`src/rtl/param_load_ctrl.sv`:
```
// Parameter-ROM fetch sequencer: walks NUM_FILTERS filter sets through FETCH/OFFER/RUN per pass.
// Optional feature: define PARAM_LOAD_CTRL_STALL_CNT_EN to add the 16-bit stall_cnt output.

module param_load_ctrl #(
  parameter int unsigned NUM_FILTERS = 6,
  // Must satisfy 2**ADDR_WIDTH >= NUM_FILTERS.
  parameter int unsigned ADDR_WIDTH  = 3
) (
  input  logic                  clk,
  input  logic                  rst,
  input  logic                  start,
  input  logic                  abort,
  output logic                  rom_read,
  output logic [ADDR_WIDTH-1:0] rom_addr,
  output logic                  w_valid,
  input  logic                  w_ready,
  input  logic                  conv_done,
  output logic [ADDR_WIDTH-1:0] filter_idx,
  output logic                  busy,
  output logic                  done
`ifdef PARAM_LOAD_CTRL_STALL_CNT_EN
  ,
  output logic [15:0]           stall_cnt
`endif
);

  typedef enum logic [2:0] {
    StIdle,
    StFetch,
    StOffer,
    StRun,
    StFinish
  } state_e;

  localparam logic [ADDR_WIDTH-1:0] LastIdx = ADDR_WIDTH'(NUM_FILTERS - 1);

  state_e                state_q, state_d;
  logic [ADDR_WIDTH-1:0] idx_q, idx_d;

  always_ff @(posedge clk or posedge rst) begin
    if (rst) begin
      state_q <= StIdle;
      idx_q   <= '0;
    end else begin
      state_q <= state_d;
      idx_q   <= idx_d;
    end
  end

  always_comb begin
    state_d = state_q;
    idx_d   = idx_q;
    unique case (state_q)
      StIdle: begin
        if (start) begin
          state_d = StFetch;
          idx_d   = '0;
        end
      end
      StFetch: begin
        state_d = abort ? StIdle : StOffer;
      end
      StOffer: begin
        if (abort) begin
          state_d = StIdle;
        end else if (w_ready) begin
          state_d = StRun;
        end
      end
      StRun: begin
        // abort wins over conv_done, so the index is never advanced on an aborted edge
        if (abort) begin
          state_d = StIdle;
        end else if (conv_done) begin
          if (idx_q == LastIdx) begin
            state_d = StFinish;
          end else begin
            state_d = StFetch;
            idx_d   = idx_q + ADDR_WIDTH'(1);
          end
        end
      end
      StFinish: begin
        state_d = StIdle;
      end
      default: begin
        state_d = StIdle;
      end
    endcase
  end

  always_comb begin
    rom_read   = (state_q == StFetch);
    w_valid    = (state_q == StOffer);
    done       = (state_q == StFinish);
    busy       = (state_q != StIdle);
    filter_idx = idx_q;
    rom_addr   = idx_q;
  end

`ifdef PARAM_LOAD_CTRL_STALL_CNT_EN
  logic [15:0] stall_cnt_q;

  always_ff @(posedge clk or posedge rst) begin
    if (rst) begin
      stall_cnt_q <= '0;
    end else if ((state_q == StIdle) && start) begin
      stall_cnt_q <= '0;
    end else if (w_valid && !w_ready && (stall_cnt_q != 16'hFFFF)) begin
      stall_cnt_q <= stall_cnt_q + 16'd1;
    end
  end

  assign stall_cnt = stall_cnt_q;
`endif

endmodule
```
`config.mk`:
```
export PLATFORM = sky130hd
export DESIGN_NAME = param_load_ctrl
export DESIGN_NICKNAME = d
export VERILOG_FILES = /design/src/rtl/param_load_ctrl.sv
export SDC_FILE = /design/constraint.sdc
export NUM_CORES = 1
export LEC_CHECK = 0
export CAP_MARGIN = 30
export CORE_AREA = 3 3 40 42
export CTS_CLUSTER_DIAMETER = 30
export DETAILED_ROUTE_END_ITERATION = 16
export DIE_AREA = 0 0 43 45
export DONT_BUFFER_PORTS = 1
export GPL_ROUTABILITY_DRIVEN = 0
export GPL_TIMING_DRIVEN = 0
export PLACE_DENSITY = 0.48
export SYNTH_ARGS = -nofsm -noshare
export SYNTH_HDL_FRONTEND = slang
export SYNTH_SLANG_ARGS = --single-unit
```
`constraint.sdc`:
```
create_clock -name clk -period 3.55 [get_ports clk]
set_clock_uncertainty 0.05 [all_clocks]
set_input_delay 0.1775 -clock clk [delete_from_list [all_inputs] [get_ports clk]]
set_output_delay 0.1775 -clock clk [all_outputs]
set_load 0.1 [all_outputs]
```
Word level (Yosys, flattened, before mapping) --
Index checks and enable logic that the tools add are counted.
Operators by class: add/sub/neg operators 1, equality and inequality tests 11, multiplexer cells 13, reduce and logical (&&, ||, !) cells 5
Operators by type and width (number):
- $mux 3 | 10
- $pmux 3 s4 | 1
- $ne 2x2->1 const B | 4
- $eq 3x2->1 const B | 2
- $eq 3x3->1 const B | 2
- $pmux 3 s2 | 1
- $reduce_and 5->1 | 1
- $add 3x1->3 const B | 1
- $eq 3x1->1 const B | 1
- $logic_not 3->1 | 1
- $ne 3x2->1 const B | 1
- $ne 3x3->1 const B | 1
- $reduce_and 3->1 | 1
- $reduce_bool 3->1 | 1
- $mux 2 | 1
- $reduce_bool 2->1 | 1
Storage, ports and cells: bits in registers 6, bits of input ports 6

Logic depth before layout (Yosys ltp) --
depth after elaboration 5, depth in mapped cells 5

Worst setup path before layout --
OpenSTA, ideal clock, no wires.
path type register to output, from register state_q[0], to output done, data arrival time 2.749 ns, required time 3.322 ns, slack 0.574 ns, stages on the path, launching flop included 3, buffers on the path 1, cells stage by stage dfrtp_1 buf_6 nor3b_1
On the way: word-level cells in the longest chain between the ends 1
RTL lines:
- start, declared | RTL line 37 | state_e state_q, state_d;
- start signal, assigned | RTL line 42 | state_q <= StIdle;
- start signal, assigned | RTL line 45 | state_q <= state_d;
- $eq 3x3->1 | RTL line 95 | done = (state_q == StFinish);
- end, declared | RTL line 20 | output logic done
No other way between the ends.

Worst setup path after layout --
from register idx_q[0], in the netlist filter_idx[0], to register idx_q[0], in the netlist filter_idx[0]
On the way: word-level cells in the longest chain between the ends 5
RTL lines:
- start, declared | RTL line 38 | logic [ADDR_WIDTH-1:0] idx_q, idx_d;
- start signal, assigned | RTL line 46 | idx_q <= idx_d;
- $add 3x1->3 | RTL line 79 | idx_d = idx_q + ADDR_WIDTH'(1);
- $mux 3 | RTL line 75 | if (idx_q == LastIdx) begin
- $mux 3 | RTL line 74 | end else if (conv_done) begin
- $mux 3 | RTL line 72 | if (abort) begin
- $pmux 3 s2 | RTL line 53 | unique case (state_q)
Several ways; a longest one is shown, not always the timed one. The select of a mux whose other input is x is not followed. A chain may end at the register's enable or synchronous reset.

==> metrics.md <==
| Metric | Value |
|---|---|
| Initial antenna violation count | `0` |
| Crit share post-route | `62.1%` |
| Synthesized flop and latch total | `6` |
| Num Clock Sinks | `6` |
| Via count | `401` |
| Post-DR wirelength/cell | `14.0 µm` |
| RSZ-0062 raised after global routing | `false` |
| Number of synthesized flops with an enable pin | `0` |
| Critical R2R Launch | `filter_idx[0]` |
| Netlist cell types | `25` |
| Routed WL | `996 µm` |
| P_leak | `0.261 nW` |
| IO Pins | `16` |
| Largest net degree at the start of global routing | `11` |
| Worst Tran Pin Value | `1030 ps` |
| Ys flop type | `dfrtp_1` |
| Chip Width | `43 µm` |
| Synthesized cell area | `430 µm²` |
| Post-synth top area share | `34.9%` |
| Yosys warning total | `0` |
| PD cells | `517 nW/µm²` |
| RR Endpoint | `filter_idx[0]` |
| CP Launch Type | `flip-flop` |
| H-tree levels | `1` |
| Final ANT Viol Nets | `0` |
| Worst-path maximum fanout | `6` |
| Max_cap viols | `0` |
| Post-CTS sizing | `0` |
| Overflow after GRT | `0` |
| Synthesized Nets | `54` |
| PortBufs | `0` |
| First-pass DRT Iterations | `5` |
| CP endpoint | `filter_idx[0]` |
| First-pass GRT wire length | `1400 µm` |
| Clk_lat worst skew | `240 ps` |
| Setup violators final | `0` |
| Overall routing resource usage | `10.1%` |
| Via density | `5.65` |
| TritonCTS clock tree | `done` |
| Top cells by area, synth | `dfrtp_1 (35%), ha_1 (5.8%), buf_4 (5.2%), buf_6 (5.2%), o211ai_1 (5.2%)` |
| Layout cell share with drive strength beyond 1 | `35.7%` |
| Core Area | `1280 µm²` |
| Most frequent cell after synthesis | `dfrtp_1` |
| Cell Rows | `13` |
| Initial Util | `33.5%` |
| Max VDD drop | `183 µV` |
| Relative slew margins | `31.4%` |
| Syn avg cell area | `9.36 µm²` |
| Worst Setup Path Type | `reg -> reg` |
| Cells on worst reg2reg path | `5` |
| Final hold vios | `0` |
| Longest Clk Path Bufs | `2` |
| Fmax achieved | `454 MHz` |
| Ant diodes | `0` |
| Post-Syn Instances | `46` |
| Fin. max-slew vios | `0` |
| Placed inst area | `520 µm²` |
| Worst-path cell chain | `buf_6 > ha_1 > and2_2 > or4_1 > nand3_1` |
| Sequential area share after synthesis | `34.9%` |
| Post-DP HPWL | `793 µm` |
| Outcome | `complete, no violations` |
| Cell total after placement | `65` |
| CP required | `3660 ps` |
| Reg2Reg Setup Slack | `1340 ps` |
| Setup bufs post-CTS | `0` |
| Nets | `66` |
| CP max stage delay | `730 ps` |
| Tmin final | `2210 ps` |
| Die H | `45 µm` |
| Synth-to-Final Area Change | `37.2%` |
| Final instance area | `591 µm²` |
| DRT iter0 DRCs | `15` |
| Area leader, netlist | `dfrtp_1` |
| Critical Path AT | `2320 ps` |
| Worst Setup End Kind | `flip-flop` |
| Die Area | `1940 µm²` |
| Async S/R FF share, synth | `100%` |
| Number of global-route vias before repair | `320` |
| Fin cells | `71` |
| Cts bufs inserted | `3` |
| Setup_tns | `0 ps` |
| Root buffer cell | `clkbuf_4` |
| Min-delay worst type | `in -> reg` |
| Crit path launch | `filter_idx[0]` |
| CP max stage cell | `dfrtp_1` |
| Clk pin slew, worst setup/hold paths | `40 ps` |
| DRC Markers | `0` |
-- logic make-up (layout without fill, tap and decap cells) --
logic type / count (synthesis) / count (layout) / share of synthesized area (%)
AND/OR/NAND/NOR: 22 / 22 / 32.6
buffers and inverters: 9 / 19 / 14.0
AO/OA/AOI/OAI: 7 / 7 / 12.8
flip-flops: 6 / 6 / 34.9
adder cells (fa/ha/maj): 2 / 2 / 5.81
-- cells in the final DEF, fill, tap and decap left out, drive strengths merged, types with 2 or more instances in the layout --
cell,instances
nand2,2
or3,2
nand3,3
nor2,2
nor3b,2
ha,2
buf,10
dlygate4sd3,2
clkbuf,3
nor3,2
inv,4
dfrtp,6
nand4,3
o211ai,3
-- per-layer routing --
metal | wire, µm | part of all wire (%) | track usage (%) | vias to the layer above
met4 | 7 | 0.70 | 7.23 | 0
met2 | 471 | 47 | 16.5 | 20
met3 | 79 | 7.9 | 1.59 | 2
met1 | 438 | 44 | 12.1 | 188
met5 | 0 | 0 | 0 | -
li1 | - | - | - | 191
-- area by class of cell --
type / instances / area (µm²)
fill: 111 / 694
multi-input combinational: 31 / 235
sequential: 6 / 150
timing repair buffer: 7 / 104
buffer: 5 / 45.0
clock buffer: 3 / 22.5
tap: 15 / 18.8
inverter: 4 / 15.0
-- worst min path at each step --
stage	startpoint	cells past startpoint	slack [ps]	end
2_1_floorplan	rst	1	-80	filter_idx[0]
3_3_place_gp	rst	1	-70	state_q[2]
3_5_place_dp	rst	1	-60	state_q[2]
4_1_cts	conv_done	1	7	state_q[0]
5_1_grt	conv_done	1	20	state_q[0]
6_report	conv_done	1	20	state_q[0]
-- sequential cells by signal, indices dropped and copies added, names as in the netlist --
| name | cells |
|---|---|
| filter_idx | 3 |
| state_q | 3 |
-- through the flow --
step | hold slack [ps] | util, % | total power (W) | setup WS (ps)
after floorplan | -81.5 | - | 0.000213 | 574
after detailed placement | -62.6 | 40.5 | 0.000245 | 1220
after CTS | 7.36 | 43.8 | 0.000308 | 1220
final | 16.6 | 46.0 | 0.000305 | 1340
after global placement | -68.9 | 35.0 | 0.000222 | 513
after global routing | 15.6 | 46.0 | 0.000317 | 1310
-- critical path, delay by kind of cell (launching register included) --
kind / cells / cell delay, ps
flip-flops: 1 / 730
buffers and inverters: 1 / 310
adder cells (fa/ha/maj): 1 / 210
AND/OR/NAND/NOR: 3 / 830
-- power breakdown --
part	total (W)	switching (W)	internal [W]
registers	0.0000953	0.0000207	0.0000746
clock network	0.0000583	0.0000204	0.0000379
logic	0.000152	0.000107	0.0000451
-- repair_timing --
action                                  CTS  global route
hold buffers                              2             0
hold endpoints to repair                  7             0
endpoints found under the setup margin    0             0
Power figures use the tool's default switching activity.
